==> config.mk <==
export PLATFORM = sky130hd
export DESIGN_NAME = mm_seq_ctrl
export DESIGN_NICKNAME = d
export VERILOG_FILES = /design/src/rtl/mm_pkg.sv /design/src/rtl/mm_tag_pipe.sv /design/src/rtl/mm_seq_ctrl.sv
export SDC_FILE = /design/constraint.sdc
export NUM_CORES = 1
export LEC_CHECK = 0
export ABC_AREA = 1
export ABC_CLOCK_PERIOD_IN_PS = 12700
export CORE_MARGIN = 2
export CORE_UTILIZATION = 54
export DETAILED_ROUTE_END_ITERATION = 10
export GPL_ROUTABILITY_DRIVEN = 0
export HOLD_SLACK_MARGIN = 0.12
export MAX_ROUTING_LAYER = met4
export PLACE_DENSITY = 0.77
export SETUP_SLACK_MARGIN = 0.05
export SLEW_MARGIN = 15
export SYNTH_ARGS = -nofsm -noshare
export SYNTH_HDL_FRONTEND = slang
export SYNTH_SLANG_ARGS = --single-unit
export TNS_END_PERCENT = 30
==> constraint.sdc <==
create_clock -name clk -period 12.7 [get_ports clk]
set_clock_uncertainty 0.15 [all_clocks]
set_input_delay 2.54 -clock clk [delete_from_list [all_inputs] [get_ports clk]]
set_output_delay 2.54 -clock clk [all_outputs]
set_load 0.02 [all_outputs]
==> src/rtl/mm_pkg.sv <==
// Shared types and default widths for the vector x matrix sequencer (mm_seq_ctrl).
package mm_pkg;

  localparam int unsigned DefInAw    = 11;
  localparam int unsigned DefWAw     = 13;
  localparam int unsigned DefOutAw   = 11;
  localparam int unsigned DefBAw     = 9;
  localparam int unsigned DefDimW    = 8;
  localparam int unsigned DefNW      = 16;
  localparam int unsigned DefPipeLat = 11;

  typedef enum logic [1:0] {
    StIdle,
    StIssue,
    StDrain,
    StFin
  } mm_state_e;

  // Default-width tag; the top re-declares it with its own OUT_AW.
  typedef struct packed {
    logic                valid;
    logic                first;
    logic                last;
    logic [DefOutAw-1:0] out_addr;
  } mm_tag_t;

endpackage

==> src/rtl/mm_tag_pipe.sv <==
// Fixed-latency tag shift register: always advances, blocked issue slots enter as invalid tags.
module mm_tag_pipe
  import mm_pkg::*;
#(
  parameter int unsigned PIPE_LAT = DefPipeLat,
  parameter type         tag_t    = mm_tag_t
) (
  input  logic clk,
  input  logic rst,
  input  tag_t tag_in,
  output tag_t tag_out,
  output logic tail_busy
);

  tag_t [PIPE_LAT-1:0] stage_q;

  always_ff @(posedge clk or posedge rst) begin
    if (rst) begin
      stage_q <= '0;
    end else begin
      stage_q <= {stage_q[PIPE_LAT-2:0], tag_in};
    end
  end

  assign tag_out = stage_q[PIPE_LAT-1];

  // Tags still two or more stages away from the output.
  always_comb begin
    tail_busy = 1'b0;
    for (int i = 0; i + 2 < int'(PIPE_LAT); i++) begin
      tail_busy = tail_busy | stage_q[i].valid;
    end
  end

endmodule

==> src/rtl/mm_seq_ctrl.sv <==
// Vector x matrix sequencer: walks n/co/ci, issues buffer reads, retires tags into write strobes.
// Optional perf counters are built only when MM_PERF_CNT_EN is defined.
module mm_seq_ctrl
  import mm_pkg::*;
#(
  parameter int unsigned IN_AW    = DefInAw,
  parameter int unsigned W_AW     = DefWAw,
  parameter int unsigned OUT_AW   = DefOutAw,
  parameter int unsigned B_AW     = DefBAw,
  parameter int unsigned DIM_W    = DefDimW,
  parameter int unsigned N_W      = DefNW,
  parameter int unsigned PIPE_LAT = DefPipeLat
) (
  input  logic              clk,
  input  logic              rst,
  input  logic              start,
  input  logic [IN_AW-1:0]  cfg_in_base,
  input  logic [W_AW-1:0]   cfg_w_base,
  input  logic [OUT_AW-1:0] cfg_out_base,
  input  logic [B_AW-1:0]   cfg_b_base,
  input  logic [DIM_W-1:0]  cfg_ci,
  input  logic [DIM_W-1:0]  cfg_co,
  input  logic [N_W-1:0]    cfg_n,
  input  logic              cfg_bias,
  input  logic              cfg_acc,
  input  logic              cfg_relu,
  input  logic              hold,
  output logic [IN_AW-1:0]  in_addr,
  output logic              in_addr_valid,
  output logic [W_AW-1:0]   w_addr,
  output logic              w_addr_valid,
  output logic [B_AW-1:0]   b_addr,
  output logic              b_addr_valid,
  output logic [OUT_AW-1:0] acc_addr,
  output logic              acc_addr_valid,
  output logic              dp_clear,
  output logic              dp_add_bias,
  output logic              dp_add_acc,
  output logic              dp_relu,
  output logic [OUT_AW-1:0] out_addr,
  output logic              out_we,
  output logic              busy,
  output logic              done,
  output logic [31:0]       perf_cycles,
  output logic [31:0]       perf_hold
);

  typedef struct packed {
    logic              valid;
    logic              first;
    logic              last;
    logic [OUT_AW-1:0] out_addr;
  } tag_t;

  mm_state_e         state_q, state_d;
  logic [DIM_W-1:0]  ci_q, co_q, ci_cnt_q, co_cnt_q;
  logic [N_W-1:0]    n_q, n_cnt_q;
  logic [IN_AW-1:0]  in_addr_q, in_row_q;
  logic [W_AW-1:0]   w_base_q, w_addr_q;
  logic [B_AW-1:0]   b_base_q, b_addr_q;
  logic [OUT_AW-1:0] acc_addr_q;
  logic              bias_q, acc_q, relu_q, done_q;
  logic              start_acc, issue, ci_last, co_last, n_last, final_issue, tail_busy;
  tag_t              tag_in, tag_out;

  assign start_acc   = (state_q == StIdle) & start;
  assign issue       = (state_q == StIssue) & ~hold;
  assign ci_last     = (ci_cnt_q == ci_q - DIM_W'(1));
  assign co_last     = (co_cnt_q == co_q - DIM_W'(1));
  assign n_last      = (n_cnt_q == n_q - N_W'(1));
  assign final_issue = issue & ci_last & co_last & n_last;

  always_comb begin
    state_d = state_q;
    case (state_q)
      StIdle: begin
        if (start) begin
          state_d = ((|cfg_ci) && (|cfg_co) && (|cfg_n)) ? StIssue : StFin;
        end
      end
      StIssue: if (final_issue) state_d = StDrain;
      // Leave once the last tag is one stage from the output: its write lands in FIN
      // and the registered done follows it by exactly one cycle.
      StDrain: if (!tail_busy) state_d = StFin;
      StFin:   state_d = StIdle;
      default: state_d = StIdle;
    endcase
  end

  always_ff @(posedge clk or posedge rst) begin
    if (rst) begin
      state_q <= StIdle;
      done_q  <= 1'b0;
    end else begin
      state_q <= state_d;
      done_q  <= (state_q == StFin);
    end
  end

  // Addresses advance incrementally; each loop wrap rewinds to a saved row/base.
  always_ff @(posedge clk or posedge rst) begin
    if (rst) begin
      ci_q       <= '0;
      co_q       <= '0;
      n_q        <= '0;
      ci_cnt_q   <= '0;
      co_cnt_q   <= '0;
      n_cnt_q    <= '0;
      in_addr_q  <= '0;
      in_row_q   <= '0;
      w_base_q   <= '0;
      w_addr_q   <= '0;
      b_base_q   <= '0;
      b_addr_q   <= '0;
      acc_addr_q <= '0;
      bias_q     <= 1'b0;
      acc_q      <= 1'b0;
      relu_q     <= 1'b0;
    end else if (start_acc) begin
      ci_q       <= cfg_ci;
      co_q       <= cfg_co;
      n_q        <= cfg_n;
      ci_cnt_q   <= '0;
      co_cnt_q   <= '0;
      n_cnt_q    <= '0;
      in_addr_q  <= cfg_in_base;
      in_row_q   <= cfg_in_base;
      w_base_q   <= cfg_w_base;
      w_addr_q   <= cfg_w_base;
      b_base_q   <= cfg_b_base;
      b_addr_q   <= cfg_b_base;
      acc_addr_q <= cfg_out_base;
      bias_q     <= cfg_bias;
      acc_q      <= cfg_acc;
      relu_q     <= cfg_relu;
    end else if (issue) begin
      if (!ci_last) begin
        ci_cnt_q  <= ci_cnt_q + DIM_W'(1);
        in_addr_q <= in_addr_q + IN_AW'(1);
        w_addr_q  <= w_addr_q + W_AW'(1);
      end else begin
        ci_cnt_q   <= '0;
        acc_addr_q <= acc_addr_q + OUT_AW'(1);
        if (!co_last) begin
          co_cnt_q  <= co_cnt_q + DIM_W'(1);
          in_addr_q <= in_row_q;
          w_addr_q  <= w_addr_q + W_AW'(1);
          b_addr_q  <= b_addr_q + B_AW'(1);
        end else begin
          co_cnt_q  <= '0;
          n_cnt_q   <= n_cnt_q + N_W'(1);
          in_addr_q <= in_addr_q + IN_AW'(1);
          in_row_q  <= in_addr_q + IN_AW'(1);
          w_addr_q  <= w_base_q;
          b_addr_q  <= b_base_q;
        end
      end
    end
  end

  always_comb begin
    tag_in          = '0;
    tag_in.valid    = issue;
    tag_in.first    = (ci_cnt_q == '0);
    tag_in.last     = ci_last;
    tag_in.out_addr = acc_addr_q;
  end

  mm_tag_pipe #(
    .PIPE_LAT (PIPE_LAT),
    .tag_t    (tag_t)
  ) u_tag_pipe (
    .clk       (clk),
    .rst       (rst),
    .tag_in    (tag_in),
    .tag_out   (tag_out),
    .tail_busy (tail_busy)
  );

  assign in_addr        = in_addr_q;
  assign w_addr         = w_addr_q;
  assign b_addr         = b_addr_q;
  assign acc_addr       = acc_addr_q;
  assign in_addr_valid  = issue;
  assign w_addr_valid   = issue;
  assign b_addr_valid   = issue & bias_q;
  assign acc_addr_valid = issue & acc_q;

  assign out_we      = tag_out.valid & tag_out.last;
  assign out_addr    = tag_out.valid ? tag_out.out_addr : '0;
  assign dp_clear    = tag_out.valid & tag_out.first;
  assign dp_add_bias = out_we & bias_q;
  assign dp_add_acc  = out_we & acc_q;
  assign dp_relu     = relu_q;

  assign busy = (state_q != StIdle);
  assign done = done_q;

`ifdef MM_PERF_CNT_EN
  logic [31:0] perf_cycles_q, perf_hold_q;

  always_ff @(posedge clk or posedge rst) begin
    if (rst) begin
      perf_cycles_q <= '0;
      perf_hold_q   <= '0;
    end else if (start_acc) begin
      perf_cycles_q <= '0;
      perf_hold_q   <= '0;
    end else begin
      if (busy && (perf_cycles_q != '1)) perf_cycles_q <= perf_cycles_q + 32'd1;
      if ((state_q == StIssue) && hold && (perf_hold_q != '1)) begin
        perf_hold_q <= perf_hold_q + 32'd1;
      end
    end
  end

  assign perf_cycles = perf_cycles_q;
  assign perf_hold   = perf_hold_q;
`else
  assign perf_cycles = '0;
  assign perf_hold   = '0;
`endif

endmodule
* Word level (Yosys, flattened, before mapping)
Index checks and enable logic that the tools add are counted.
** Cells by class
- Add/sub/neg operators :: 10
- Reductions and logical operators :: 14
- Equal/unequal tests :: 9
- Bitwise logic cells :: 20
- Mux-type cells :: 35
** Operator list (number)
- $mux W11 :: 11
- $mux W16 :: 4
- $mux W8 :: 7
- $mux W13 :: 4
- $mux W9 :: 4
- $add A11 B1 Y11 const B :: 2
- $add A16 B1 Y16 const B :: 1
- $add A8 B1 Y8 const B :: 2
- $eq A16 B16 Y1 :: 1
- $eq A8 B8 Y1 :: 2
- $reduce_or A16 Y1 :: 1
- $reduce_or A8 Y1 :: 2
- $sub A16 B1 Y16 const B :: 1
- $sub A8 B1 Y8 const B :: 2
- $add A13 B1 Y13 const B :: 1
- $and A1 B1 Y1 :: 11
- $add A9 B1 Y9 const B :: 1
- $logic_not A8 Y1 :: 1
- $mux W2 :: 4
- $or A1 B1 Y1 :: 8
- $pmux W2 S4 :: 1
- $reduce_bool A2 Y1 :: 4
- $ne A2 B2 Y1 const B :: 3
- $reduce_and A3 Y1 :: 2
- 6 further kinds :: 8
** Word-level totals
- Register bits :: 301
- Word-level logic and storage cells :: 150
- Bits of input ports :: 83

* Longest topological paths before layout
Gate-level depths: netlist of the first run.
- Depth in word-level cells :: 10
- Gate-level depth with buffers :: 19

* By module
From an unflattened synthesis of the first run, not the netlist that was laid out.
** Second synthesis, totals
- Cells, all modules :: 1539
- Area total of the unflattened synthesis :: 13775.7 um^2
** By module, submodules not included
- mm_seq_ctrl :: area each 9783.1 um^2, cells each 1363, times used 1
- mm_tag_pipe :: area each 3992.6 um^2, cells each 176, times used 1

* Least setup slack after synthesis of the first run
Ideal clock, no wire load.
- Path kind :: input-to-output
- From :: input hold
- To :: output acc_addr_valid
- Stages :: 3
- Data required time :: 10010 ps
- Path slack :: 6434 ps
- Data arrival time :: 3576 ps
- Cell sequence :: nor2_1 > inv_1 > nor2_1
** On the way
- Word-level cells in the longest chain between the ends :: 3
** Ends and longest elaborated chain
- start, declared :: RTL line mm_seq_ctrl.sv:27 : input logic hold,
- $not A1 Y1 :: RTL line mm_seq_ctrl.sv:67 : assign issue = (state_q == StIssue) & ~hold;
- $and A1 B1 Y1 :: RTL line mm_seq_ctrl.sv:67
- $and A1 B1 Y1 :: RTL line mm_seq_ctrl.sv:187 : assign acc_addr_valid = issue & acc_q;
- end, declared :: RTL line mm_seq_ctrl.sv:35 : output logic acc_addr_valid,
No other way between the ends.

* Worst setup path in the final report of the first run
Ends and elaborated chain as after synthesis.

==> results.py, run 1 <==
metrics = {
    "clock_tree": {
        "cells_resized_by_post_cts_repair": 0,
        "ctsHoldBuffers": 0,
        "worst_setup_hold_path_clk_slew_ps": 60,
        "numCtsBuffers": 30,
        "htree_num_levels": 1,
        "clock_tree.root_cell": "sky130_fd_sc_hd__clkbuf_16",
        "latest_clock_arrival_within_the_worst_skew_pair_ps": 560,
        "cts-root-to-sink-buffers": 3,
        "cts_setup_buffers": 0,
        "tritoncts": "built",
        "cts_num_sinks": 301,
    },
    "run": {
        "max-cap-violations": 0,
    },
    "sta": {
        "timing.fmax_ghz": 0.148,
        "rsz_0062_raised_after_global_routing": "false",
        "setup-tns-final_ps": 0,
        "hold_violations_final": 0,
        "timing.final.setup_violations": 0,
        "finalWorstPathRequiredPeriod_ps": 6770,
        "worst-slew-pin-transition_ps": 951,
        "maxSlewHeadroom_pct": 36.6,
        "timing.final.max_slew_violations": 0,
        "finalCritPeriodShare_pct": 53.3,
    },
    "placement": {
        "placed_cells_incl_taps": 1994,
        "place_hpwl_um": 19800,
        "placedInstanceArea_um2": 15300,
        "placement.io_buffers": 148,
    },
    "grt": {
        "antenna_found_initial": 0,
        "gr_usage_total_pct": 23.1,
        "grt_first_pass_wirelength_um": 49200,
        "final_global_route_overflow_total": 0,
        "grt_start_max_net_pins": 181,
        "first_global_vias": 10192,
    },
    "critical_path": {
        "crit-reg2reg-launch": "state_q[0]$_DFFE_PP0P_",
        "worst_reg_to_reg_cells": 12,
        "cp_data_required_time_ps": 10010,
        "timing.setup.critical_path_class": "input port to output port",
        "worstSetupEndpoint": "acc_addr_valid",
        "worst-path-max-fanout": 8,
        "critical_path.reg2reg.endpoint": "in_row_q[10]$_DFFE_PP0P_",
        "ff2ff_setup_slack_ps": 8770,
        "critical_path_arrival_ps": 4080,
        "worstSetupEndpointType": "output port",
        "critical_path_launch_point_type": "input port",
        "cp-startpoint": "hold",
    },
    "die": {
        "die_w_um": 164,
        "design.die.area_um2": 27000,
        "initial_utilization_pct": 55.1,
        "fp-row-count": 58,
        "core-area_um2": 25200,
        "die_height_um": 164,
        "floorplan.io_pins": 213,
    },
    "cells_and_area": {
        "design.final.nets": 1795,
        "insertedDiodeCount": 0,
        "filler_cell_count": 2039,
        "fin_area_um2": 16300,
        "layout-drive-gt1-share_pct": 4.78,
        "synthToLayoutAreaGrowth_pct": 17.2,
        "instances_no_fill": 2046,
    },
    "pwr": {
        "netSwitchingFraction_pct": 38.5,
        "irDropWorstVdd_uv": 143,
        "seqPwrFrac_pct": 41.1,
        "power.net_switching_mw": 1.56,
        "combinationalPowerShare_pct": 37.0,
        "p_int_mw": 2.49,
        "power_density_nw_per_um2": 249,
        "power_frac_clock_pct": 21.9,
        "cellLeakagePower_nw": 8.04,
    },
    "synthesis": {
        "yosys.area.top_type_share_pct": 54.3,
        "ys_seq_elements": 301,
        "yosys.cell_count.top_type": "sky130_fd_sc_hd__nand2_1",
        "synth_area_leaders": "sky130_fd_sc_hd__dfrtp_1, sky130_fd_sc_hd__nand2_1, sky130_fd_sc_hd__inv_1",
        "postSynth.asyncResetShare_pct": 100,
        "synth.cells.most_frequent": "sky130_fd_sc_hd__nand2_1, sky130_fd_sc_hd__dfrtp_1, sky130_fd_sc_hd__inv_1, sky130_fd_sc_hd__nor2_1, sky130_fd_sc_hd__nand3_1",
        "synth_flop_cell": "sky130_fd_sc_hd__dfrtp_1",
        "number_of_cells_produced_by_synthesis": 1568,
        "post_synthesis_cell_area_um2": 13900,
        "ys_warn_count": 0,
        "netlist-cell-type-count": 44,
        "postSynthAreaPerCell_um2": 8.85,
        "yosysSeqAreaShare_pct": 54.3,
        "netlist.top_cell.by_area": "sky130_fd_sc_hd__dfrtp_1",
        "synth_edf_count": 0,
    },
    "route": {
        "drc_errors": 0,
        "routed_wirelength_um": 29600,
        "drtIter0Drc": 760,
        "num_vias": 10424,
        "drt-wirelength-per-cell_um": 14.5,
        "detail_route.first_pass.iterations": 5,
        "detail-route-antenna-nets": 0,
        "detail_route.vias_per_cell": 5.09,
    },
    "status": {
        "outcome": "finished clean",
    },
    "min_path": {
        "holdCritPathClass": "flip-flop to flip-flop",
    },
}
## worst max-delay path: stages
cell and delay, ps:
sky130_fd_sc_hd__clkdlybuf4s50_1 400, sky130_fd_sc_hd__nor2_1 100, sky130_fd_sc_hd__buf_4 180, sky130_fd_sc_hd__inv_1 130, sky130_fd_sc_hd__nor2_1 120, sky130_fd_sc_hd__clkdlybuf4s50_1 620
## layout make-up
class | count | area, µm² | area share [%]
Sequential cell | 301 | 7530 | 46.3
Multi-Input combinational cell | 1010 | 5020 | 30.9
Timing Repair Buffer | 153 | 1530 | 9.42
Clock buffer | 44 | 863 | 5.31
Inverter | 200 | 758 | 4.66
Tap cell | 330 | 413 | 2.54
Clock inverter | 8 | 140 | 0.862
## worst min path at each step
stage                                       from                                end  slack (ps)  cells past startpoint
2_1_floorplan   u_tag_pipe.stage_q[86]$_DFF_PP0_  u_tag_pipe.stage_q[100]$_DFF_PP0_         180                      0
3_3_place_gp   u_tag_pipe.stage_q[121]$_DFF_PP0_  u_tag_pipe.stage_q[135]$_DFF_PP0_         180                      0
3_5_place_dp    u_tag_pipe.stage_q[90]$_DFF_PP0_  u_tag_pipe.stage_q[104]$_DFF_PP0_         180                      0
4_1_cts         u_tag_pipe.stage_q[39]$_DFF_PP0_   u_tag_pipe.stage_q[53]$_DFF_PP0_         200                      0
5_1_grt         u_tag_pipe.stage_q[63]$_DFF_PP0_   u_tag_pipe.stage_q[77]$_DFF_PP0_         200                      0
6_report        u_tag_pipe.stage_q[40]$_DFF_PP0_   u_tag_pipe.stage_q[54]$_DFF_PP0_         200                      0
## metal layers
metal | wire [µm] | GRT usage, %
met5 | 0 | -
met4 | 627 | 6.46
met3 | 2050 | 3.43
met2 | 14100 | 37.0
met1 | 12800 | 31.0
## kinds of logic (layout without fill, tap and decap cells)
family                   count (synthesis)  after routing  share of synthesized area, %
other                                    1             64                        0.0270
flip-flops                             301            301                          54.3
adder cells (fa/ha/maj)                 16             16                          1.44
XOR/XNOR                                74             74                          4.67
buffers and inverters                  320            405                          11.3
AO/OA/AOI/OAI                          151            151                          5.82
AND/OR/NAND/NOR                        705            705                          22.5
## per-stage QoR
step	setup slack [ps]	hold slack (ps)	power, mW	util [%]
after floorplan	1690	181	2.73	-
after detailed placement	5930	185	3.16	60.6
after CTS	5910	196	4.08	64.6
after global placement	5940	181	3.08	60.6
after global routing	5820	201	4.37	64.6
final	5930	196	4.06	64.6
## state kept, by name, indices dropped and copies added (netlist names)
signal              count
w_addr                 13
dp_relu                 1
n_cnt_q                16
b_base_q                9
acc_q                   1
co_cnt_q                8
u_tag_pipe.stage_q    140
ci_cnt_q                8
in_addr                11
done                    1
co_q                    8
b_addr                  9
in_row_q               11
n_q                    16
acc_addr               11
state_q                 2
w_base_q               13
bias_q                  1
u_tag_pipe.tag_out     14
ci_q                    8
## power groups by stage
stage | logic, mW | clock network, mW | registers, mW
floorplan | 1.08 | 0 | 1.65
global route | 1.70 | 0.953 | 1.72
CTS | 1.50 | 0.912 | 1.67
global placement | 1.43 | 0 | 1.65
finish | 1.50 | 0.890 | 1.66
detailed placement | 1.49 | 0 | 1.67
## cell usage in the layout (no fill, tap or decap), types with 6 or more instances in the layout
cell type / count
sky130_fd_sc_hd__conb_1: 64
sky130_fd_sc_hd__nor3_1: 19
sky130_fd_sc_hd__nand4_1: 25
sky130_fd_sc_hd__clkbuf_1: 8
sky130_fd_sc_hd__nor2_1: 123
sky130_fd_sc_hd__nand3_1: 102
sky130_fd_sc_hd__clkbuf_16: 30
sky130_fd_sc_hd__a21oi_1: 24
sky130_fd_sc_hd__nand3b_1: 14
sky130_fd_sc_hd__or2_0: 8
sky130_fd_sc_hd__nor4_1: 8
sky130_fd_sc_hd__xnor2_1: 23
sky130_fd_sc_hd__inv_1: 193
sky130_fd_sc_hd__o22ai_1: 9
sky130_fd_sc_hd__a22oi_1: 9
sky130_fd_sc_hd__clkbuf_8: 6
sky130_fd_sc_hd__clkdlybuf4s50_1: 148
sky130_fd_sc_hd__o21ai_1: 10
sky130_fd_sc_hd__o21ai_0: 90
sky130_fd_sc_hd__xor2_1: 51
sky130_fd_sc_hd__inv_2: 6
sky130_fd_sc_hd__dfrtp_1: 301
sky130_fd_sc_hd__nand2_1: 375
sky130_fd_sc_hd__ha_1: 16
Note: power is estimated with default switching activity, not from simulation.
==> inputs of run 2 (changes only) <==
ABC_CLOCK_PERIOD_IN_PS = 6000   (was 12700)
CORE_UTILIZATION = 49   (was 54)
PLACE_DENSITY = 0.73   (was 0.77)
clock period = 6 ns   (was 12.7 ns; I/O delays follow)
==> results.py, run 2 (same netlist as run 1, synthesis figures left out) <==
metrics = {
    "critical_path": {
        "path_buf_inv": 4,
        "crit_chain": "clkdlybuf4s50_1, nor2_1, buf_4, inv_1, nor2_1, clkdlybuf4s50_1",
        "critical-path-top-delay-family": "buffers and inverters",
        "max_stage_delay_ps": 610,
        "cp_data_required_time_ps": 4650,
        "worstSetupEndpointType": "output port",
        "critical_path_arrival_ps": 2750,
        "worst-path-max-fanout": 8,
        "timing.setup.critical_path_class": "input port to output port",
        "critical-path-slowest-cell": "sky130_fd_sc_hd__clkdlybuf4s50_1",
        "critical_path_launch_point_type": "input port",
    },
    "sta": {
        "timing.final.max_slew_violations": 0,
        "finalWorstPathRequiredPeriod_ps": 4100,
        "maxSlewHeadroom_pct": 38.4,
        "rsz_0062_raised_after_global_routing": "false",
        "finalCritPeriodShare_pct": 68.4,
        "hold_violations_final": 0,
        "timing.final.setup_violations": 0,
        "hold_ws_ps": 195,
        "timing.fmax_ghz": 0.244,
        "setup-tns-final_ps": 0,
        "setup_slack_ps": 1900,
        "worst-slew-pin-transition_ps": 924,
    },
    "clock_tree": {
        "cts_setup_buffers": 0,
        "ctsHoldBuffers": 0,
        "clock_tree.root_cell": "sky130_fd_sc_hd__clkbuf_16",
        "worst_setup_hold_path_clk_slew_ps": 60,
        "cts-root-to-sink-buffers": 3,
        "numCtsBuffers": 30,
        "cts_num_sinks": 301,
        "cells_resized_by_post_cts_repair": 0,
        "tritoncts": "built",
        "latest_clock_arrival_within_the_worst_skew_pair_ps": 560,
        "htree_num_levels": 1,
    },
    "cells_and_area": {
        "fin_area_um2": 16400,
        "layout-drive-gt1-share_pct": 5.23,
        "design.final.nets": 1797,
        "most-common-layout-cells": "sky130_fd_sc_hd__nand2_1, sky130_fd_sc_hd__dfrtp_1, sky130_fd_sc_hd__inv_1",
        "largest_register_ff_count": 140,
        "max_flop_register": "u_tag_pipe.stage_q",
        "final_core_density_pct": 58.9,
        "insertedDiodeCount": 0,
        "instances_no_fill": 2100,
        "synthToLayoutAreaGrowth_pct": 18.2,
        "largestRegisters": "u_tag_pipe.stage_q (140), n_cnt_q (16), n_q (16)",
        "mostFrequentLayoutCell": "sky130_fd_sc_hd__nand2_1",
    },
    "route": {
        "num_vias": 10416,
        "detail_route.first_pass.iterations": 5,
        "detail_route.vias_per_cell": 4.96,
        "drc_errors": 0,
        "drt-wirelength-per-cell_um": 13.9,
        "routed_wirelength_um": 29200,
        "drtIter0Drc": 762,
        "detail-route-antenna-nets": 0,
    },
    "die": {
        "die_height_um": 172,
        "die_w_um": 172,
        "floorplan.io_pins": 213,
        "initial_utilization_pct": 49.8,
        "design.die.area_um2": 29700,
        "fp-row-count": 61,
        "core-area_um2": 27900,
    },
    "placement": {
        "placedInstanceArea_um2": 15300,
        "placed_cells_incl_taps": 2044,
        "place_hpwl_um": 19700,
        "post_place_setup_slack_ps": 1900,
        "placement.io_buffers": 148,
    },
    "grt": {
        "antenna_found_initial": 0,
        "grt_first_pass_wirelength_um": 47800,
        "first_global_vias": 9726,
        "gr_usage_total_pct": 20.6,
        "grt_start_max_net_pins": 172,
        "final_global_route_overflow_total": 0,
    },
    "run": {
        "max-cap-violations": 0,
    },
    "pwr": {
        "fin_total_pwr_mw": 8.67,
        "cellLeakagePower_nw": 8.09,
        "irDropWorstVdd_uv": 303,
        "power_density_nw_per_um2": 529,
    },
    "status": {
        "outcome": "finished clean",
    },
    "min_path": {
        "holdCritPathClass": "flip-flop to flip-flop",
    },
}
-- run 2: changes by cell type in the layout (fill, tap and decap cells not counted), sizes merged --
cell,delta
buf,+2
bufinv,+2
clkbuf,-2
clkinv,+4
clkinvlp,+1
inv,-1
-- run 2: metal layers --
metal | GRT usage, % | routed length (µm)
met5 | - | 0
met4 | 5.59 | 587
met3 | 2.93 | 1820
met2 | 32.4 | 13600
met1 | 28.4 | 13200
-- run 2: layout make-up --
class | count | area [µm²]
Clock buffer | 42 | 856
Clock inverter | 14 | 210
Fill cell | 2356 | 11500
Inverter | 200 | 754
Multi-Input combinational cell | 1010 | 5020
Sequential cell | 301 | 7530
Tap cell | 378 | 473
Timing Repair Buffer | 155 | 1560
-- run 2: worst reg2reg max path: cells and delay by family (launching register included) --
kind	cells	cell delay [ps]
AND/OR/NAND/NOR	12	1510
flip-flops	1	410
AO/OA/AOI/OAI	1	200
adder cells (fa/ha/maj)	1	230
buffers and inverters	3	830
-- run 2: power by group --
part / internal (mW) / switching (mW) / leakage, nW
combinational: 1.24 / 1.93 / 3.93
clock: 1.21 / 0.764 / 0.529
sequential: 2.92 / 0.610 / 3.63
total: 5.37 / 3.30 / 8.09
-- run 2: path summary, 6_finish.rpt --
kind	cells after the start	slack, ps	startpoint	end
setup / recovery	6	1900	hold	acc_addr_valid
hold / removal	0	190	u_tag_pipe.stage_q[117]$_DFF_PP0_	u_tag_pipe.stage_q[131]$_DFF_PP0_
setup reg to reg	17	2610	ci_q[0]$_DFFE_PP0P_	in_addr[0]$_DFFE_PP0P_
hold reg to reg	0	190	u_tag_pipe.stage_q[117]$_DFF_PP0_	u_tag_pipe.stage_q[131]$_DFF_PP0_
max in group asynchronous	3	3900	rst	u_tag_pipe.stage_q[65]$_DFF_PP0_
min in group asynchronous	3	1080	rst	u_tag_pipe.tag_out[12]$_DFF_PP0_
